--- src/rtl/spi_flash_erase_seq.sv ---
// -----------------------------------------------------------------------------
// spi_flash_erase_seq
//
// SPI-master sequencer that erases a W25Qxx-class flash. On an accepted start
// it issues Write-Enable (0x06), then the erase command, and then polls
// Read-Status-Register-1 (0x05) until WIP clears or the poll limit is hit.
// The erase command is chip erase (0xC7), 4 KB sector erase (0x20 + addr) or
// 64 KB block erase (0xD8 + addr). SCLK is produced internally, in SPI mode 0.
//
// Ports
//   clk       system clock
//   rst_n     synchronous active-low reset, sampled on the rising clk edge
//   start     single-cycle request, honoured only while idle
//   mode      0=chip, 1=sector, 2=block, 3=reserved (rejected with err)
//   addr      24-bit erase address (unused for chip erase)
//   busy      high for the whole erase sequence
//   done      one-cycle pulse: erase finished, WIP=0
//   err       one-cycle pulse: poll timeout or reserved mode
//   spi_clk   SCLK, idles low
//   cs        chip select, active low, idles high
//   spi_mosi  serial data to flash, MSB first
//   spi_miso  serial data from flash
// -----------------------------------------------------------------------------
module spi_flash_erase_seq #(
    parameter int          CLK_DIV  = 4,
    parameter int          CS_GAP   = 8,
    parameter logic [31:0] POLL_MAX = 32'd200_000_000,
    parameter int          POLL_W   = 32
) (
    input  logic        clk,
    input  logic        rst_n,
    input  logic        start,
    input  logic [1:0]  mode,
    input  logic [23:0] addr,
    output logic        busy,
    output logic        done,
    output logic        err,
    output logic        spi_clk,
    output logic        cs,
    output logic        spi_mosi,
    input  logic        spi_miso
);

    localparam int DIV_W = (CLK_DIV > 1) ? $clog2(CLK_DIV) : 1;
    localparam int GAP_W = (CS_GAP > 1) ? $clog2(CS_GAP) : 1;
    localparam logic [DIV_W-1:0]  DIV_MAX  = DIV_W'(CLK_DIV - 1);
    localparam logic [GAP_W-1:0]  GAP_MAX  = GAP_W'(CS_GAP - 1);
    localparam logic [POLL_W-1:0] POLL_LIM = POLL_W'(POLL_MAX);

    typedef enum logic [2:0] {
        ST_IDLE  = 3'd0,
        ST_WREN  = 3'd1,
        ST_GAP   = 3'd2,
        ST_ERASE = 3'd3,
        ST_POLL  = 3'd4,
        ST_FIN   = 3'd5
    } state_t;

    // Erase frame contents, left-aligned in a 32-bit shift word.
    function automatic logic [31:0] erase_word(input logic [1:0] m, input logic [23:0] a);
        case (m)
            2'd1:    erase_word = {8'h20, a};
            2'd2:    erase_word = {8'hD8, a};
            default: erase_word = {8'hC7, 24'h00_0000};
        endcase
    endfunction

    // Erase frame length in bits.
    function automatic logic [5:0] erase_len(input logic [1:0] m);
        case (m)
            2'd1:    erase_len = 6'd32;
            2'd2:    erase_len = 6'd32;
            default: erase_len = 6'd8;
        endcase
    endfunction

    state_t            state_q,    state_d;
    state_t            nxt_q,      nxt_d;       // frame state to launch after GAP
    logic [1:0]        mode_q,     mode_d;
    logic [23:0]       addr_q,     addr_d;
    logic [31:0]       tx_q,       tx_d;        // tx_q[31] is the MOSI pin
    logic [5:0]        bit_cnt_q,  bit_cnt_d;
    logic [DIV_W-1:0]  div_cnt_q,  div_cnt_d;
    logic [GAP_W-1:0]  gap_cnt_q,  gap_cnt_d;
    logic [POLL_W-1:0] poll_cnt_q, poll_cnt_d;
    logic              miso_q,     miso_d;      // last sampled bit = status bit0 (WIP) at frame end
    logic              sclk_q,     sclk_d;
    logic              cs_q,       cs_d;
    logic              busy_q,     busy_d;
    logic              done_q,     done_d;
    logic              err_q,      err_d;

    logic              frame_end_s;
    logic              launch_s;
    logic [31:0]       launch_word_s;
    logic [5:0]        launch_len_s;
    logic [POLL_W-1:0] poll_inc_s;

    assign poll_inc_s = poll_cnt_q + POLL_W'(1);

    // Frame engine and sequencing FSM: next-state and next-output logic.
    always_comb begin
        state_d       = state_q;
        nxt_d         = nxt_q;
        mode_d        = mode_q;
        addr_d        = addr_q;
        tx_d          = tx_q;
        bit_cnt_d     = bit_cnt_q;
        div_cnt_d     = div_cnt_q;
        gap_cnt_d     = gap_cnt_q;
        poll_cnt_d    = poll_cnt_q;
        miso_d        = miso_q;
        sclk_d        = sclk_q;
        cs_d          = cs_q;
        busy_d        = busy_q;
        done_d        = 1'b0;
        err_d         = 1'b0;
        frame_end_s   = 1'b0;
        launch_s      = 1'b0;
        launch_word_s = 32'h0000_0000;
        launch_len_s  = 6'd0;

        // Shared bit engine: runs only while a frame is open and bits remain.
        // The first divider period after cs falls is the cs-to-SCLK lead time.
        if (!cs_q && (bit_cnt_q != 6'd0)) begin
            if (div_cnt_q == DIV_MAX) begin
                div_cnt_d = '0;
                sclk_d    = ~sclk_q;
                if (!sclk_q) begin
                    miso_d = spi_miso;
                end else if (bit_cnt_q == 6'd1) begin
                    frame_end_s = 1'b1;
                    bit_cnt_d   = 6'd0;
                    cs_d        = 1'b1;
                    tx_d        = 32'h0000_0000;
                end else begin
                    bit_cnt_d = bit_cnt_q - 6'd1;
                    tx_d      = {tx_q[30:0], 1'b0};
                end
            end else begin
                div_cnt_d = div_cnt_q + DIV_W'(1);
            end
        end else begin
            div_cnt_d = '0;
        end

        case (state_q)
            ST_IDLE: begin
                if (start) begin
                    if (mode == 2'd3) begin
                        err_d = 1'b1;
                    end else begin
                        mode_d        = mode;
                        addr_d        = addr;
                        busy_d        = 1'b1;
                        poll_cnt_d    = '0;
                        state_d       = ST_WREN;
                        launch_s      = 1'b1;
                        launch_word_s = {8'h06, 24'h00_0000};
                        launch_len_s  = 6'd8;
                    end
                end else begin
                    busy_d = 1'b0;
                end
            end
            ST_WREN: begin
                if (frame_end_s) begin
                    state_d   = ST_GAP;
                    nxt_d     = ST_ERASE;
                    gap_cnt_d = '0;
                end else begin
                    state_d = ST_WREN;
                end
            end
            ST_ERASE: begin
                if (frame_end_s) begin
                    state_d   = ST_GAP;
                    nxt_d     = ST_POLL;
                    gap_cnt_d = '0;
                end else begin
                    state_d = ST_ERASE;
                end
            end
            ST_POLL: begin
                if (frame_end_s) begin
                    if (!miso_q) begin
                        state_d = ST_FIN;
                    end else if (poll_inc_s >= POLL_LIM) begin
                        err_d   = 1'b1;
                        busy_d  = 1'b0;
                        state_d = ST_IDLE;
                    end else begin
                        poll_cnt_d = poll_inc_s;
                        state_d    = ST_GAP;
                        nxt_d      = ST_POLL;
                        gap_cnt_d  = '0;
                    end
                end else begin
                    state_d = ST_POLL;
                end
            end
            ST_GAP: begin
                if (gap_cnt_q == GAP_MAX) begin
                    gap_cnt_d = '0;
                    case (nxt_q)
                        ST_ERASE: begin
                            state_d       = ST_ERASE;
                            launch_s      = 1'b1;
                            launch_word_s = erase_word(mode_q, addr_q);
                            launch_len_s  = erase_len(mode_q);
                        end
                        ST_POLL: begin
                            state_d       = ST_POLL;
                            launch_s      = 1'b1;
                            launch_word_s = {8'h05, 24'h00_0000};
                            launch_len_s  = 6'd16;
                        end
                        default: begin
                            state_d = ST_IDLE;
                            busy_d  = 1'b0;
                        end
                    endcase
                end else begin
                    gap_cnt_d = gap_cnt_q + GAP_W'(1);
                end
            end
            ST_FIN: begin
                done_d  = 1'b1;
                busy_d  = 1'b0;
                state_d = ST_IDLE;
            end
            default: begin
                state_d = ST_IDLE;
                busy_d  = 1'b0;
                cs_d    = 1'b1;
                sclk_d  = 1'b0;
            end
        endcase

        // Opening a frame: cs falls, first MOSI bit is presented, SCLK low.
        if (launch_s) begin
            tx_d      = launch_word_s;
            bit_cnt_d = launch_len_s;
            cs_d      = 1'b0;
            sclk_d    = 1'b0;
            div_cnt_d = '0;
            miso_d    = 1'b0;
        end else begin
            tx_d = tx_d;
        end
    end

    // State and output registers with synchronous active-low reset.
    always_ff @(posedge clk) begin
        if (!rst_n) begin
            state_q    <= ST_IDLE;
            nxt_q      <= ST_IDLE;
            mode_q     <= 2'd0;
            addr_q     <= 24'h00_0000;
            tx_q       <= 32'h0000_0000;
            bit_cnt_q  <= 6'd0;
            div_cnt_q  <= '0;
            gap_cnt_q  <= '0;
            poll_cnt_q <= '0;
            miso_q     <= 1'b0;
            sclk_q     <= 1'b0;
            cs_q       <= 1'b1;
            busy_q     <= 1'b0;
            done_q     <= 1'b0;
            err_q      <= 1'b0;
        end else begin
            state_q    <= state_d;
            nxt_q      <= nxt_d;
            mode_q     <= mode_d;
            addr_q     <= addr_d;
            tx_q       <= tx_d;
            bit_cnt_q  <= bit_cnt_d;
            div_cnt_q  <= div_cnt_d;
            gap_cnt_q  <= gap_cnt_d;
            poll_cnt_q <= poll_cnt_d;
            miso_q     <= miso_d;
            sclk_q     <= sclk_d;
            cs_q       <= cs_d;
            busy_q     <= busy_d;
            done_q     <= done_d;
            err_q      <= err_d;
        end
    end

    assign busy     = busy_q;
    assign done     = done_q;
    assign err      = err_q;
    assign spi_clk  = sclk_q;
    assign cs       = cs_q;
    assign spi_mosi = tx_q[31];

endmodule

--- config.mk ---
export PLATFORM = sky130hd
export DESIGN_NAME = spi_flash_erase_seq
export DESIGN_NICKNAME = d
export VERILOG_FILES = /design/src/rtl/spi_flash_erase_seq.sv
export SDC_FILE = /design/constraint.sdc
export NUM_CORES = 1
export LEC_CHECK = 0
export ABC_AREA = 1
export ABC_CLOCK_PERIOD_IN_PS = 2190
export CORE_AREA = 2 2 136 138
export DETAILED_ROUTE_END_ITERATION = 10
export DIE_AREA = 0 0 138 140
export HOLD_SLACK_MARGIN = 0.15
export PLACE_DENSITY = 0.52
export SETUP_SLACK_MARGIN = 0.3
export SYNTH_ARGS = -nofsm -noshare
export SYNTH_HDL_FRONTEND = slang
export SYNTH_SLANG_ARGS = --single-unit
--- constraint.sdc ---
create_clock -name clk -period 2.19 [get_ports clk]
set_clock_uncertainty 0.15 [all_clocks]
set_input_delay 0.438 -clock clk [delete_from_list [all_inputs] [get_ports clk]]
set_output_delay 0.438 -clock clk [all_outputs]
set_load 0.005 [all_outputs]
==> qor.txt, run 1 <==
Placed Area -> 7467 um2
fin nets -> 1126
Max H-tree Level -> 3
static leakage -> 3.838 nW
clock period minus worst slack -> 2598 ps
CTS tree -> done
Hold Vio Cnt, Final -> 0
via count -> 6468
Mapped Area -> 5974 um2
CP Depth -> 18
Synth Area in Compound Gates -> 18.49%
most frequent cells in the layout -> nand2_1 (183), buf_4 (136), nor2_1 (118)
kind of critical path -> reg2reg
Seq pwr share -> 44.6%
Post-synth EDFFs -> 0
largest net degree at the start of global routing -> 74
NetSw -> 1.556 mW
fmax -> 384.9 MHz
mux cell area share after synthesis -> 0%
largest area contributor in the netlist -> dfxtp_1
fin util -> 53.50%
ANT nets after route -> 0
CP endpoint -> poll_cnt_q[17]$_SDFFE_PN0P_
Die X -> 138 um
Port Buffers -> 35
xor/xnor cell area share of the yosys netlist -> 0.8796%
part of the power in the clock network -> 36.0%
Reg-to-Reg End -> poll_cnt_q[17]$_SDFFE_PN0P_
Setup Slack @ Placement -> -424.1 ps
P&R area growth vs syn -> 59.23%
Die ar. -> 19320 um2
ys async rst share -> 0%
Post-Synth Simple-Gate Area -> 32.36%
Post-Layout Inst Area -> 9513 um2
commonest non-fill, non-tap cell in the layout -> nand2_1
Tot GR Track Use -> 19.46%
Detailed Route Iter0 Violations -> 270
worst path cell trace -> nand2_1 > nor2_1 > nand2_2 > nor2_4 > buf_4 > nand2_1 > nand2_1 > nand2_1 > nand3_1 > nor2_4 > a21oi_4 > nand2_4 > nand2_8 > buf_12 > buf_16 > nand3_2 > nand2_1 > nor2_1
DR pass1 iterations -> 4
main combinational cell family by area after synthesis -> simple AND/OR/NAND/NOR gates
clk root buf -> clkbuf_16
max_slew headroom -> 67.69%
cts bufs inserted -> 9
final number of setup-violating endpoints -> 60
failing checks -> negative setup slack
ys flop type -> dfxtp_1
Synth area leaders -> dfxtp_1 (38%), nand2_1 (13%), nor2_1 (8.5%)
GPL Wtd Cong -> 0.8152
Post-Syn Nets -> 937
chip height -> 140 um
vias in the first global route -> 6282
DRC Markers -> 0
initial antenna violation count -> 0
DR vias/cell -> 4.907
gr ovfl total -> 0
status -> complete, but fails checks
CP max stage cell -> dfxtp_2
number of max-cap violations -> 0
clock slew at reported path FFs -> 90 ps
Critical path origin -> poll_cnt_q[6]$_SDFFE_PN0P_
worst hold slack -> 283.7 ps
Post-Synth Adder-Cell Area -> 2.513%
core area -> 17780 um2
CTS Buffer Depth -> 2
Worst Tran Pin Value -> 479.6 ps
pwr/cell area -> 531.3 nW/um2
P_int -> 3.498 mW
hold-fix buffers at CTS -> 0
Initial Util -> 33.60%
CP Launch Type -> flop
worst min-delay path class -> in2reg
worst vdd ir -> 0.4395 mV
final worst path period share -> 118.6%
ratio of cells with drive above 1 in the final layout -> 37.01%
Crit path top cell by count -> nand2_1
global-route wire length before repair -> 31.15 mm
Row Count -> 49
worst reg2reg setup slack -> -410 ps
RR Startpoint -> poll_cnt_q[6]$_SDFFE_PN0P_
Cell Count, Final, Fillers Out -> 1318
# diodes -> 0
io pins -> 36
Post-Synthesis Cells -> 895
final wirelength -> 19.32 mm
worst-case reg-to-reg path depth -> 18
CP Capture Type -> flop
Clock Sinks -> 112
RSZ-0062 raised after global routing -> yes
Comb power frac -> 19.4%
Tot Pwr -> 5.055 mW
delay-heaviest family, CP -> simple AND/OR/NAND/NOR gates
syn_area_per_cell -> 6.675 um2
count of different cell masters after synthesis -> 37
crit path DAT -> 2700 ps
yosys warns -> 0
mean routed wirelength per cell -> 14.66 um
detailed placement HPWL -> 11.36 mm
Final Worst Setup Slack -> -407.8 ps
Max stage delay on crit path -> 360 ps
post-synthesis sequential area ratio -> 37.53%
#FFs+latches synth -> 112
final setup TNS -> -14290 ps
Slew Limit Fails -> 0
Crit path buffers/inverters -> 3
top cell type's share of synthesized area -> 37.53%
critical path data required time -> 2300 ps
clock latency on the worst-skew pair -> 370 ps
dpl cells -> 1236
Switching Share -> 30.79%
critical path peak fanout -> 6
cell usage after synthesis, types with 4 or more instances:
cell,instances
buf_4,6
or2_2,4
nor2_1,136
nor2_4,6
ha_1,12
nand3b_1,9
nand4_1,5
nand3_1,59
nor2_2,8
buf_2,6
a21oi_1,83
nor3_1,5
clkbuf_1,29
inv_1,63
nor4_1,4
inv_2,6
nand2_1,210
clkinv_1,4
a32oi_1,23
dfxtp_1,112
o21ai_0,75
flip-flops by register name, indices dropped and copies added (netlist names), 2 cells and up:
signal and flops:
poll_cnt_q 32, state_q 3, mode_q 2, bit_cnt_q 6, nxt_q 2, addr_q 24
tx_q 32, gap_cnt_q 3, div_cnt_q 2
what timing repair did:
| item | CTS | global route |
|---|---|---|
| pin swaps | 36 | 40 |
| resized for setup | 143 | 126 |
| cloned | 16 | 4 |
| endpoints found under the setup margin | 79 | 83 |
| buffers inserted | 32 | 14 |
cell families after synthesis:
family,after synthesis
AO/OA/AOI/OAI,196
XOR/XNOR,6
adder cells (fa/ha/maj),12
buffers and inverters,117
flip-flops,112
AND/OR/NAND/NOR,452
area by class of cell:
type / instances / area (um2)
tap: 229 / 286.5
fill: 1702 / 8267
inverter: 73 / 297.8
sequential: 112 / 2288
multi-input combinational: 669 / 4011
clock buffer: 9 / 225.2
timing repair buffer: 219 / 2310
clock inverter: 7 / 93.84
metal layers:
metal  track usage (%)  share of wire, %
met4             5.156               1.3
met3             2.906               2.3
met5                 0                 0
met1             24.94                46
met2             34.26                50
worst register-to-register path: cells and delay by family, from the launching register on:
kind | cells | cell delay (ps)
flops | 1 | 360
compound gates | 1 | 180
simple gates | 14 | 1420
buf+inv | 3 | 380
power by group through the flow:
stage / logic [mW] / clock network (mW) / registers, mW
after floorplan: 0.408 / 0 / 2.27
after global placement: 0.648 / 0 / 2.28
after detailed placement: 0.651 / 0 / 2.28
after CTS: 0.890 / 1.85 / 2.24
after global routing: 1.07 / 1.92 / 2.27
final: 0.982 / 1.82 / 2.25
worst min path at each step:
| stage | startpoint | endpoint | slack, ps | depth (start not counted) |
|---|---|---|---|---|
| 6_report | rst_n | tx_q[0]$_SDFFE_PN0P_ | 280 | 3 |
| 4_1_cts | rst_n | tx_q[0]$_SDFFE_PN0P_ | 280 | 3 |
| 2_1_floorplan | div_cnt_q[0]$_SDFF_PP0_ | div_cnt_q[0]$_SDFF_PP0_ | 260 | 1 |
| 3_5_place_dp | div_cnt_q[0]$_SDFF_PP0_ | div_cnt_q[0]$_SDFF_PP0_ | 270 | 1 |
| 5_1_grt | rst_n | tx_q[0]$_SDFFE_PN0P_ | 290 | 3 |
| 3_3_place_gp | div_cnt_q[0]$_SDFF_PP0_ | div_cnt_q[0]$_SDFF_PP0_ | 270 | 1 |
Note: power is estimated with default switching activity, not from simulation.
==> inputs of run 2 (changes only) <==
- CORE_AREA: 2 2 136 138 -> 2 2 112 168
- DIE_AREA: 0 0 138 140 -> 0 0 114 170
- HOLD_SLACK_MARGIN: 0.15 -> 0.02
- REMOVE_ABC_BUFFERS: unset -> 1
==> run 2 against run 1 <==
  * First-iteration DRC count is 48% higher
  * Core utilization is 2.3 points lower
  * Total power fell by 3.1%
  * Clock-buffer cell count is the same
  * Cell count decreased by 2.0%
  * The flow still finishes with violations (negative setup slack)
  * Setup slack got worse by 32 ps
  * Largest cell class unchanged
  * Maximum frequency fell by 1.2%
  * Global-route usage is 1.2 points higher
  * Largest power group unchanged
  * Die area is 0.31% higher
  * Non-clock buffer count down 11
==> qor.txt, run 2 (synthesized netlist as in run 1, its figures left out) <==
status -> complete, but fails checks
failing checks -> negative setup slack
ANT nets after route -> 0 (unchanged)
CP max stage cell -> dfxtp_2
max_slew headroom -> 64.87% (-2.8 points)
via count -> 6657 (+2.9%)
cts bufs inserted -> 9 (unchanged)
Initial Util -> 33.44% (-0.16 points)
commonest non-fill, non-tap cell in the layout -> nand2_1
RSZ-0062 raised after global routing -> yes
worst min-delay path class -> in2reg
clock period minus worst slack -> 2630 ps (+31.87 ps)
Row Count -> 60 (+22%)
static leakage -> 3.682 nW (-4.1%)
# diodes -> 0 (unchanged)
clk root buf -> clkbuf_16
Final Worst Setup Slack -> -439.7 ps (-31.87 ps)
final wirelength -> 20.08 mm (+4.0%)
DR vias/cell -> 5.152 (+5.0%)
Hold Vio Cnt, Final -> 0 (unchanged)
final worst path period share -> 120.1% (+1.5 points)
P&R area growth vs syn -> 53.19%
GPL Wtd Cong -> 0.8781 (+7.7%)
CTS tree -> done
kind of critical path -> reg2reg
Tot GR Track Use -> 20.63% (+1.2 points)
final number of setup-violating endpoints -> 42 (-30%)
dpl cells -> 1225 (-0.89%)
CP Capture Type -> flop
vias in the first global route -> 6363 (+1.3%)
largest net degree at the start of global routing -> 74 (unchanged)
Crit path buffers/inverters -> 3 (unchanged)
number of max-cap violations -> 0 (unchanged)
Die X -> 114 um (-17%)
clock slew at reported path FFs -> 90 ps (about the same)
multi-input logic area -> 3928 um2 (-2.1%)
worst path cell trace -> buf_6 > nand2_4 > nor2_4 > nand2_2 > nor2_4 > nand3b_1 > nand2_2 > buf_6 > nand3_2 > nor2_4 > a21oi_4 > nand2_4 > nand2_8 > nand2_8 > clkbuf_16 > nand2_2 > a21oi_2
Cell Count, Final, Fillers Out -> 1292 (-2.0%)
Worst Tran Pin Value -> 527.0 ps (+47.39 ps)
CP Launch Type -> flop
Max H-tree Level -> 3 (unchanged)
DRC Markers -> 0 (unchanged)
Port Buffers -> 35 (unchanged)
initial antenna violation count -> 0 (unchanged)
clock latency on the worst-skew pair -> 370 ps (about the same)
worst vdd ir -> 0.3569 mV (-19%)
critical path data required time -> 2340 ps (+40 ps)
Clock Sinks -> 112 (unchanged)
final setup TNS -> -15350 ps (-1063 ps)
fillcell total -> 1736 (+2.0%)
io pins -> 36 (unchanged)
most frequent cells in the layout -> nand2_1 (163), buf_4 (129), nor2_1 (110)
global-route wire length before repair -> 31.67 mm (+1.7%)
DR pass1 iterations -> 5 (+1)
fin util -> 51.23% (-2.3 points)
critical path peak fanout -> 7 (+1)
Slew Limit Fails -> 0 (unchanged)
mean routed wirelength per cell -> 15.54 um (+6.0%)
top flop regs -> poll_cnt_q (32), tx_q (32), addr_q (24)
Detailed Route Iter0 Violations -> 399 (+48%)
detailed placement HPWL -> 12.65 mm (+11%)
delay-heaviest family, CP -> simple AND/OR/NAND/NOR gates
Setup Slack @ Placement -> -563.4 ps (-139.4 ps)
sequential cell area -> 2291 um2 (+0.11%)
crit path DAT -> 2780 ps (+80 ps)
ratio of cells with drive above 1 in the final layout -> 37.21% (+0.20 points)
chip height -> 170 um (+21%)
gr ovfl total -> 0 (unchanged)
hold-fix buffers at CTS -> 0 (unchanged)
CTS Buffer Depth -> 2 (unchanged)
Die ar. -> 19380 um2 (+0.31%)
Max stage delay on crit path -> 370 ps (about the same)
core area -> 17870 um2 (+0.49%)
fin nets -> 1112 (-1.2%)
fmax -> 380.3 MHz (-1.2%)
pwr/cell area -> 534.9 nW/um2 (+0.67%)
==> run 2: cell types whose count changed in the layout (fill, tap and decap cells not counted), moves of 8 or more <==
cell     before  now
o21ai_4      10    0
nand2_2      22   42
o21ai_1      12   27
nor2_1      118  110
o21ai_2      17    6
nand2_1     183  163
nor2_4       16   24
==> run 2: metal layers <==
metal | up-vias | track usage, % | routed length, um
li1 | 3325 | - | -
met1 | 3130 | 23.03 | 7923
met2 | 152 | 38.82 | 10670
met3 | 50 | 2.813 | 627
met4 | 0 | 8.165 | 858
met5 | - | 0 | 0
==> run 2: where the power goes <==
group	total (mW)	switching, mW	internal, mW
Sequential	2.25	0.0899	2.16
Clock	1.73	0.904	0.823
Combinational	0.918	0.471	0.447
Total	4.90	1.46	3.43
==> run 2: repair_timing <==
item                                    CTS  global route
resized for setup                       162           138
buffers inserted                         30            11
gates cloned                              9             1
endpoints found under the setup margin   83            94
pin swaps                                20            32
==> run 2: area by class of cell <==
| cell class | count | share of cell area [%] |
|---|---|---|
| clock inverter | 7 | 0.8886 |
| multi-input combinational | 666 | 42.91 |
| clock buffer | 9 | 2.461 |
| inverter | 73 | 3.172 |
| tap | 217 | 2.967 |
| timing repair buffer | 208 | 22.57 |
| sequential | 112 | 25.03 |
==> run 2: worst reg2reg max path, cell delays in order (launching register included) <==
cell	delay, ps
dfxtp_2	370
buf_6	110
nand2_4	50
nor2_4	140
nand2_2	90
nor2_4	260
nand3b_1	180
nand2_2	130
buf_6	100
nand3_2	90
nor2_4	150
a21oi_4	80
nand2_4	110
nand2_8	100
nand2_8	120
clkbuf_16	170
nand2_2	60
a21oi_2	110
==> run 2: stage by stage <==
step	hold WS (ps)	total power [mW]	instance area, um2
6_report	276.0	4.895	9153
5_1_grt	296.7	5.115	9153
2_1_floorplan	257.1	2.611	5757
3_5_place_dp	270.4	2.935	7367
4_1_cts	283.3	4.859	8643
3_3_place_gp	260.7	2.931	7367
==> run 2: path summary, 6_finish.rpt <==
path | depth (start not counted) | endpoint | from | slack [ps]
setup reg to reg | 17 | poll_cnt_q[12]$_SDFFE_PN0P_ | poll_cnt_q[1]$_SDFFE_PN0P_ | -440
hold reg to reg | 1 | div_cnt_q[0]$_SDFF_PP0_ | div_cnt_q[0]$_SDFF_PP0_ | 290
setup / recovery | 17 | poll_cnt_q[12]$_SDFFE_PN0P_ | poll_cnt_q[1]$_SDFFE_PN0P_ | -440
hold / removal | 3 | mode_q[1]$_SDFFE_PN0P_ | mode[1] | 280
